<file path="config.mk">
export PLATFORM = sky130hd
export DESIGN_NAME = instr_encoder
export DESIGN_NICKNAME = d
export VERILOG_FILES = /design/src/rtl/instr_encoder.sv
export SDC_FILE = /design/constraint.sdc
export NUM_CORES = 1
export LEC_CHECK = 0
export ABC_AREA = 1
export CORE_ASPECT_RATIO = 1.2
export CORE_MARGIN = 1.5
export CORE_UTILIZATION = 49
export CTS_CLUSTER_DIAMETER = 60
export DETAILED_ROUTE_END_ITERATION = 10
export PLACE_DENSITY = 0.72
export SYNTH_ARGS = -nofsm -noshare
export SYNTH_HDL_FRONTEND = slang
export SYNTH_SLANG_ARGS = --single-unit
</file>
<file path="constraint.sdc">
create_clock -name clk -period 3.4 [get_ports clk]
set_input_delay 0.34 -clock clk [delete_from_list [all_inputs] [get_ports clk]]
set_output_delay 0.34 -clock clk [all_outputs]
set_load 0.05 [all_outputs]
</file>
<file path="src/rtl/instr_encoder.sv">
// instr_encoder: packs mnemonic requests into 32-bit instruction words,
// expands the nand/or pseudo-ops and streams the words out via a FIFO.
module instr_encoder #(
    parameter int DEPTH = 4,
    parameter int CNT_W = 16
) (
    input  logic             clk,
    input  logic             reset_n,
    input  logic             in_valid,
    output logic             in_ready,
    input  logic [3:0]       in_op,
    input  logic [4:0]       in_rs,
    input  logic [4:0]       in_rt,
    input  logic [4:0]       in_rd,
    input  logic [15:0]      in_imm,
    input  logic [25:0]      in_target,
    output logic             out_valid,
    input  logic             out_ready,
    output logic [31:0]      out_instr,
    output logic             err_illegal,
    output logic [CNT_W-1:0] issued_count
);

    localparam int PW = (DEPTH > 1) ? $clog2(DEPTH) : 1;
    localparam int CW = PW + 1;
    localparam logic [CW-1:0] FULL = CW'(DEPTH);

    localparam logic [3:0] OP_AND  = 4'd0;
    localparam logic [3:0] OP_LW   = 4'd1;
    localparam logic [3:0] OP_SW   = 4'd2;
    localparam logic [3:0] OP_JR   = 4'd3;
    localparam logic [3:0] OP_JAL  = 4'd4;
    localparam logic [3:0] OP_NOR  = 4'd5;
    localparam logic [3:0] OP_NORI = 4'd6;
    localparam logic [3:0] OP_NOT  = 4'd7;
    localparam logic [3:0] OP_BLEU = 4'd8;
    localparam logic [3:0] OP_ROLV = 4'd9;
    localparam logic [3:0] OP_RORV = 4'd10;
    localparam logic [3:0] OP_NAND = 4'd11;
    localparam logic [3:0] OP_OR   = 4'd12;

    localparam logic [5:0] OPC_AND  = 6'b100000;
    localparam logic [5:0] OPC_LW   = 6'b100011;
    localparam logic [5:0] OPC_SW   = 6'b101011;
    localparam logic [5:0] OPC_JR   = 6'b001000;
    localparam logic [5:0] OPC_JAL  = 6'b000011;
    localparam logic [5:0] OPC_NOR  = 6'b100110;
    localparam logic [5:0] OPC_NORI = 6'b001110;
    localparam logic [5:0] OPC_NOT  = 6'b000100;
    localparam logic [5:0] OPC_BLEU = 6'b010000;
    localparam logic [5:0] OPC_ROLV = 6'b000000;
    localparam logic [5:0] OPC_RORV = 6'b000010;

    typedef enum logic {
        IDLE,
        EXPAND
    } state_t;

    state_t state, state_nx;

    logic [31:0]   mem [DEPTH];
    logic [PW-1:0] wr_ptr, rd_ptr;
    logic [CW-1:0] count;
    logic [4:0]    rd_q, rd_nx;

    logic [5:0]  opc;
    logic        is_r, is_i, is_not, is_jr, is_jal;
    logic        illegal, is_pseudo;
    logic        accept, push, pop, err_nx;
    logic [31:0] enc_word, not_word, push_word;

    // Operation select -> opcode plus field-format class
    always_comb begin
        opc       = 6'b0;
        is_r      = 1'b0;
        is_i      = 1'b0;
        is_not    = 1'b0;
        is_jr     = 1'b0;
        is_jal    = 1'b0;
        illegal   = 1'b0;
        is_pseudo = 1'b0;
        case (in_op)
            OP_AND:  begin opc = OPC_AND;  is_r = 1'b1; end
            OP_LW:   begin opc = OPC_LW;   is_i = 1'b1; end
            OP_SW:   begin opc = OPC_SW;   is_i = 1'b1; end
            OP_JR:   begin opc = OPC_JR;   is_jr = 1'b1; end
            OP_JAL:  begin opc = OPC_JAL;  is_jal = 1'b1; end
            OP_NOR:  begin opc = OPC_NOR;  is_r = 1'b1; end
            OP_NORI: begin opc = OPC_NORI; is_i = 1'b1; end
            OP_NOT:  begin opc = OPC_NOT;  is_not = 1'b1; end
            OP_BLEU: begin opc = OPC_BLEU; is_i = 1'b1; end
            OP_ROLV: begin opc = OPC_ROLV; is_r = 1'b1; end
            OP_RORV: begin opc = OPC_RORV; is_r = 1'b1; end
            OP_NAND: begin
                opc       = OPC_AND;
                is_r      = 1'b1;
                is_pseudo = 1'b1;
            end
            OP_OR: begin
                opc       = OPC_NOR;
                is_r      = 1'b1;
                is_pseudo = 1'b1;
            end
            default: illegal = 1'b1;
        endcase
    end

    always_comb begin
        enc_word = 32'b0;
        unique case (1'b1)
            is_r:    enc_word = {opc, in_rs, in_rt, in_rd, 11'b0};
            is_not:  enc_word = {opc, in_rs, 5'b0, in_rd, 11'b0};
            is_i:    enc_word = {opc, in_rs, in_rt, in_imm};
            is_jr:   enc_word = {opc, in_rs, 21'b0};
            is_jal:  enc_word = {opc, in_target};
            default: enc_word = 32'b0;
        endcase
    end

    // Second word of both pseudo-ops: not rd,rd
    assign not_word = {OPC_NOT, rd_q, 5'b0, rd_q, 11'b0};

    assign out_valid = (count != '0);
    assign out_instr = out_valid ? mem[rd_ptr] : 32'b0;
    assign pop       = out_valid & out_ready;

    always_comb begin
        state_nx  = state;
        rd_nx     = rd_q;
        in_ready  = 1'b0;
        accept    = 1'b0;
        push      = 1'b0;
        push_word = enc_word;
        unique case (state)
            IDLE: begin
                in_ready = reset_n && (count < FULL);
                accept   = in_valid && in_ready;
                push     = accept && !illegal;
                if (accept && is_pseudo) begin
                    state_nx = EXPAND;
                    rd_nx    = in_rd;
                end
            end
            EXPAND: begin
                push_word = not_word;
                if ((count < FULL) || pop) begin
                    push     = 1'b1;
                    state_nx = IDLE;
                end
            end
            default: state_nx = IDLE;
        endcase
    end

    assign err_nx = accept && illegal;

    always_ff @(posedge clk) begin
        if (!reset_n) begin
            state        <= IDLE;
            rd_q         <= 5'b0;
            wr_ptr       <= '0;
            rd_ptr       <= '0;
            count        <= '0;
            err_illegal  <= 1'b0;
            issued_count <= '0;
        end else begin
            state       <= state_nx;
            rd_q        <= rd_nx;
            err_illegal <= err_nx;
            count       <= count + CW'(push) - CW'(pop);
            if (push) begin
                wr_ptr <= wr_ptr + PW'(1);
            end
            if (pop) begin
                rd_ptr       <= rd_ptr + PW'(1);
                issued_count <= issued_count + CNT_W'(1);
            end
        end
    end

    // Storage is unreset; visibility is governed by count
    always_ff @(posedge clk) begin
        if (reset_n && push) begin
            mem[wr_ptr] <= push_word;
        end
    end

endmodule

</file>
==> flow_metrics.tcl <==
set metrics [dict create \
    post-layout-total-power_mw 6.30 \
    cts-resized-gates 0 \
    die_y_um 136 \
    busiest_layer "met2" \
    final.setup.tns_ns 0 \
    drt_first_pass_iters 5 \
    clock_latency_ns 0.41 \
    layout-area-overhead-vs-synth_pct 25.0 \
    yosysTopAreaCell "sky130_fd_sc_hd__edfxtp_1" \
    ios 116 \
    cts_buffer_depth 2 \
    clock_transition_at_the_register_clock_pins_on_the_worst_setup_and_hold_paths_after_cts_ns 0.06 \
    port_buffers 115 \
    synthTopCellsByArea "sky130_fd_sc_hd__edfxtp_1 (54%), sky130_fd_sc_hd__nor2_1 (9.9%), sky130_fd_sc_hd__dfxtp_1 (8.9%), sky130_fd_sc_hd__o21ai_0 (5.7%), sky130_fd_sc_hd__nand2_1 (5.1%)" \
    grtUsageMet2_pct 42.5 \
    std_cell_rows 48 \
    power_density_mw_per_mm2 702 \
    min_clock_period_post_route_ns 2.91 \
    hold_viol 0 \
    drt-total-wl_um 17600 \
    finalMaxSlewViolations 0 \
    synthesis.yosys.warnings 0 \
    num_vias 5586 \
    clock-root-buffer "sky130_fd_sc_hd__clkbuf_16" \
    start_kind "register" \
    seqCellArea_sq_mm 0.00449 \
    initial_core_util_pct 50.0 \
    final_antenna_net_count 0 \
    synth_fp_nets 813 \
    number_of_distinct_library_cell_variants_in_the_gate_level_netlist_after_synthesis 41 \
    placer_congestion 0.866 \
    cts_hold_buf 0 \
    finalClockSkew_ns 0.0109 \
    worstSetupEndpointType "primary output" \
    floorplan.core_area_sq_mm 0.0144 \
    synthesis.area_sq_mm 0.00717 \
    ir_worst_vdd_mv 0.353 \
    drv.max_cap_violation_count 0 \
    tritoncts "done" \
    setup_viol 0 \
    grt_first_pass_wirelength_um 27700 \
    ys_ff_latch 160 \
    most-common-layout-cells "sky130_fd_sc_hd__nor2_1 (185), sky130_fd_sc_hd__edfxtp_1 (128), sky130_fd_sc_hd__nand2_1 (97)" \
    grt.met3_usage_pct 3.76 \
    seq_area_frac_synth_pct 62.5 \
    cts_max_level 4 \
    vias_per_cell 5.37 \
    syn_inst 740 \
    fmax_mhz 343 \
    routedWlPerCell_um 16.9 \
    grt_util_met1_pct 28.0 \
    multi_input_comb_area_sq_mm 0.00239 \
    transition_time_of_the_tightest_slew_check_pin_ns 1.15 \
    synth_top_cell_area_share_pct 53.6 \
    grt_remaining_overflow 0 \
    async_reset_ff_share_pct 0 \
    finalCoreUtilization_pct 62.5 \
    outcome "complete, no violations" \
    clock_sinks 160 \
    post-route-period-util_pct 85.7 \
    timing.hold.worst.class "register to register" \
    synthFlopType "sky130_fd_sc_hd__edfxtp_1" \
    count_of_unresolved_drc_violations_after_routing 0 \
    nFillCells 1155 \
    grt_pass1_vias 5547 \
    worst-endpoint-required_ns 3.06 \
    antenna-diode-count 0 \
    unrepaired_setup_endpoints_after_global_routing "no" \
    synth-edff-count 128 \
    post_cts_setup_buffer_count 0 \
    cts_inserted_buffers 17 \
    antenna_found_initial 0 \
    finalNetCount 926 \
    hpwl_after_detailed_placement_um 11500 \
    chipWidth_um 113 \
    p_leak_nw 3.38 \
    worst_ep_arrival_time_ns 2.57 \
    layout_commonest_cell "sky130_fd_sc_hd__nor2_1" \
    critPathKind "register to primary output" \
    path_max_fanout 58 \
    track_usage_pct 23.6 \
    final_layout_size_suffix_gt1_share_pct 12.1 \
    synthesis.area_per_instance_sq_um 9.69 \
    grt_start_max_net_pins 59 \
    floorplan.die_area_sq_mm 0.0154 \
    starting_drt_drc_count 433 \
    worst_slew_margin_rel_pct 23.0 \
]
Yosys cell counts, types with 2 or more instances:
cell,count
sky130_fd_sc_hd__nand3_1,18
sky130_fd_sc_hd__a21boi_1,4
sky130_fd_sc_hd__ha_1,7
sky130_fd_sc_hd__dfxtp_1,32
sky130_fd_sc_hd__buf_2,5
sky130_fd_sc_hd__buf_1,6
sky130_fd_sc_hd__clkbuf_1,18
sky130_fd_sc_hd__o21ai_0,82
sky130_fd_sc_hd__buf_4,4
sky130_fd_sc_hd__a22oi_1,16
sky130_fd_sc_hd__nor3_1,4
sky130_fd_sc_hd__nand3_2,3
sky130_fd_sc_hd__nor2_2,3
sky130_fd_sc_hd__inv_2,3
sky130_fd_sc_hd__clkinv_1,2
sky130_fd_sc_hd__nand2_2,8
sky130_fd_sc_hd__nand2_1,97
sky130_fd_sc_hd__a21oi_1,55
sky130_fd_sc_hd__inv_1,35
sky130_fd_sc_hd__xor2_1,2
sky130_fd_sc_hd__edfxtp_1,128
sky130_fd_sc_hd__nor2_1,189
path summary, 6_finish.rpt:
check                  from             to  slack, ns  depth (start not counted)
setup / recovery   register  out_instr[24]       0.49                          5
hold / removal    rd_ptr[1]      rd_ptr[1]       0.47                          2
setup reg to reg   count[2]       count[2]       1.16                         10
hold reg to reg   rd_ptr[1]      rd_ptr[1]       0.47                          2
power breakdown:
| group | internal, mW | switching (mW) |
|---|---|---|
| registers | 2.21 | 0.0718 |
| clock network | 0.955 | 0.799 |
| logic | 0.634 | 1.63 |
sequential cells by signal (all words and copies together), names as in the netlist, named ones only:
| name | flops |
|---|---|
| mem | 128 |
| issued_count | 16 |
| rd_q | 5 |
| count | 3 |
| rd_ptr | 2 |
| wr_ptr | 2 |
| err_illegal | 1 |
| state | 1 |
stage by stage:
step	setup WS [ns]	instance area [sq um]	instances	hold WS, ns
after global routing	0.244	8970	1041	0.501
after floorplan	0.603	7170	740	0.436
final	0.487	8970	1041	0.472
after global placement	0.836	8420	1009	0.457
after detailed placement	0.763	8420	1009	0.458
after CTS	0.445	8970	1041	0.473
area by class of cell:
cell class	instances	share of cell area, %
clock buffers	17	4.74
clock inverters	15	1.38
inverters	41	1.74
multi-input cells	505	26.7
flip-flops and latches	160	50.0
well taps	175	2.44
repair buffers	128	13.0
worst max-delay path, cell delays in order, from the launching register on:
cell and delay, ns:
sky130_fd_sc_hd__dfxtp_2 0.74, sky130_fd_sc_hd__clkinv_1 0.34, sky130_fd_sc_hd__buf_4 0.38, sky130_fd_sc_hd__o21ai_0 0.26, sky130_fd_sc_hd__a21oi_1 0.15, sky130_fd_sc_hd__buf_4 0.26
kinds of logic after synthesis:
family / Yosys count / synth area share (%)
simple gates: 329 / 18.6
fa+ha+maj: 8 / 1.50
buf+inv: 75 / 4.36
xor+xnor: 3 / 0.366
flops: 160 / 62.5
compound gates: 165 / 12.6
metal layers:
layer  up-vias  wire length (um)
li1       2750                 -
met1      2616              7120
met2       193              9240
met3        27               897
met4         0               370
met5         -                 0
(Power assumes the default switching activity.)
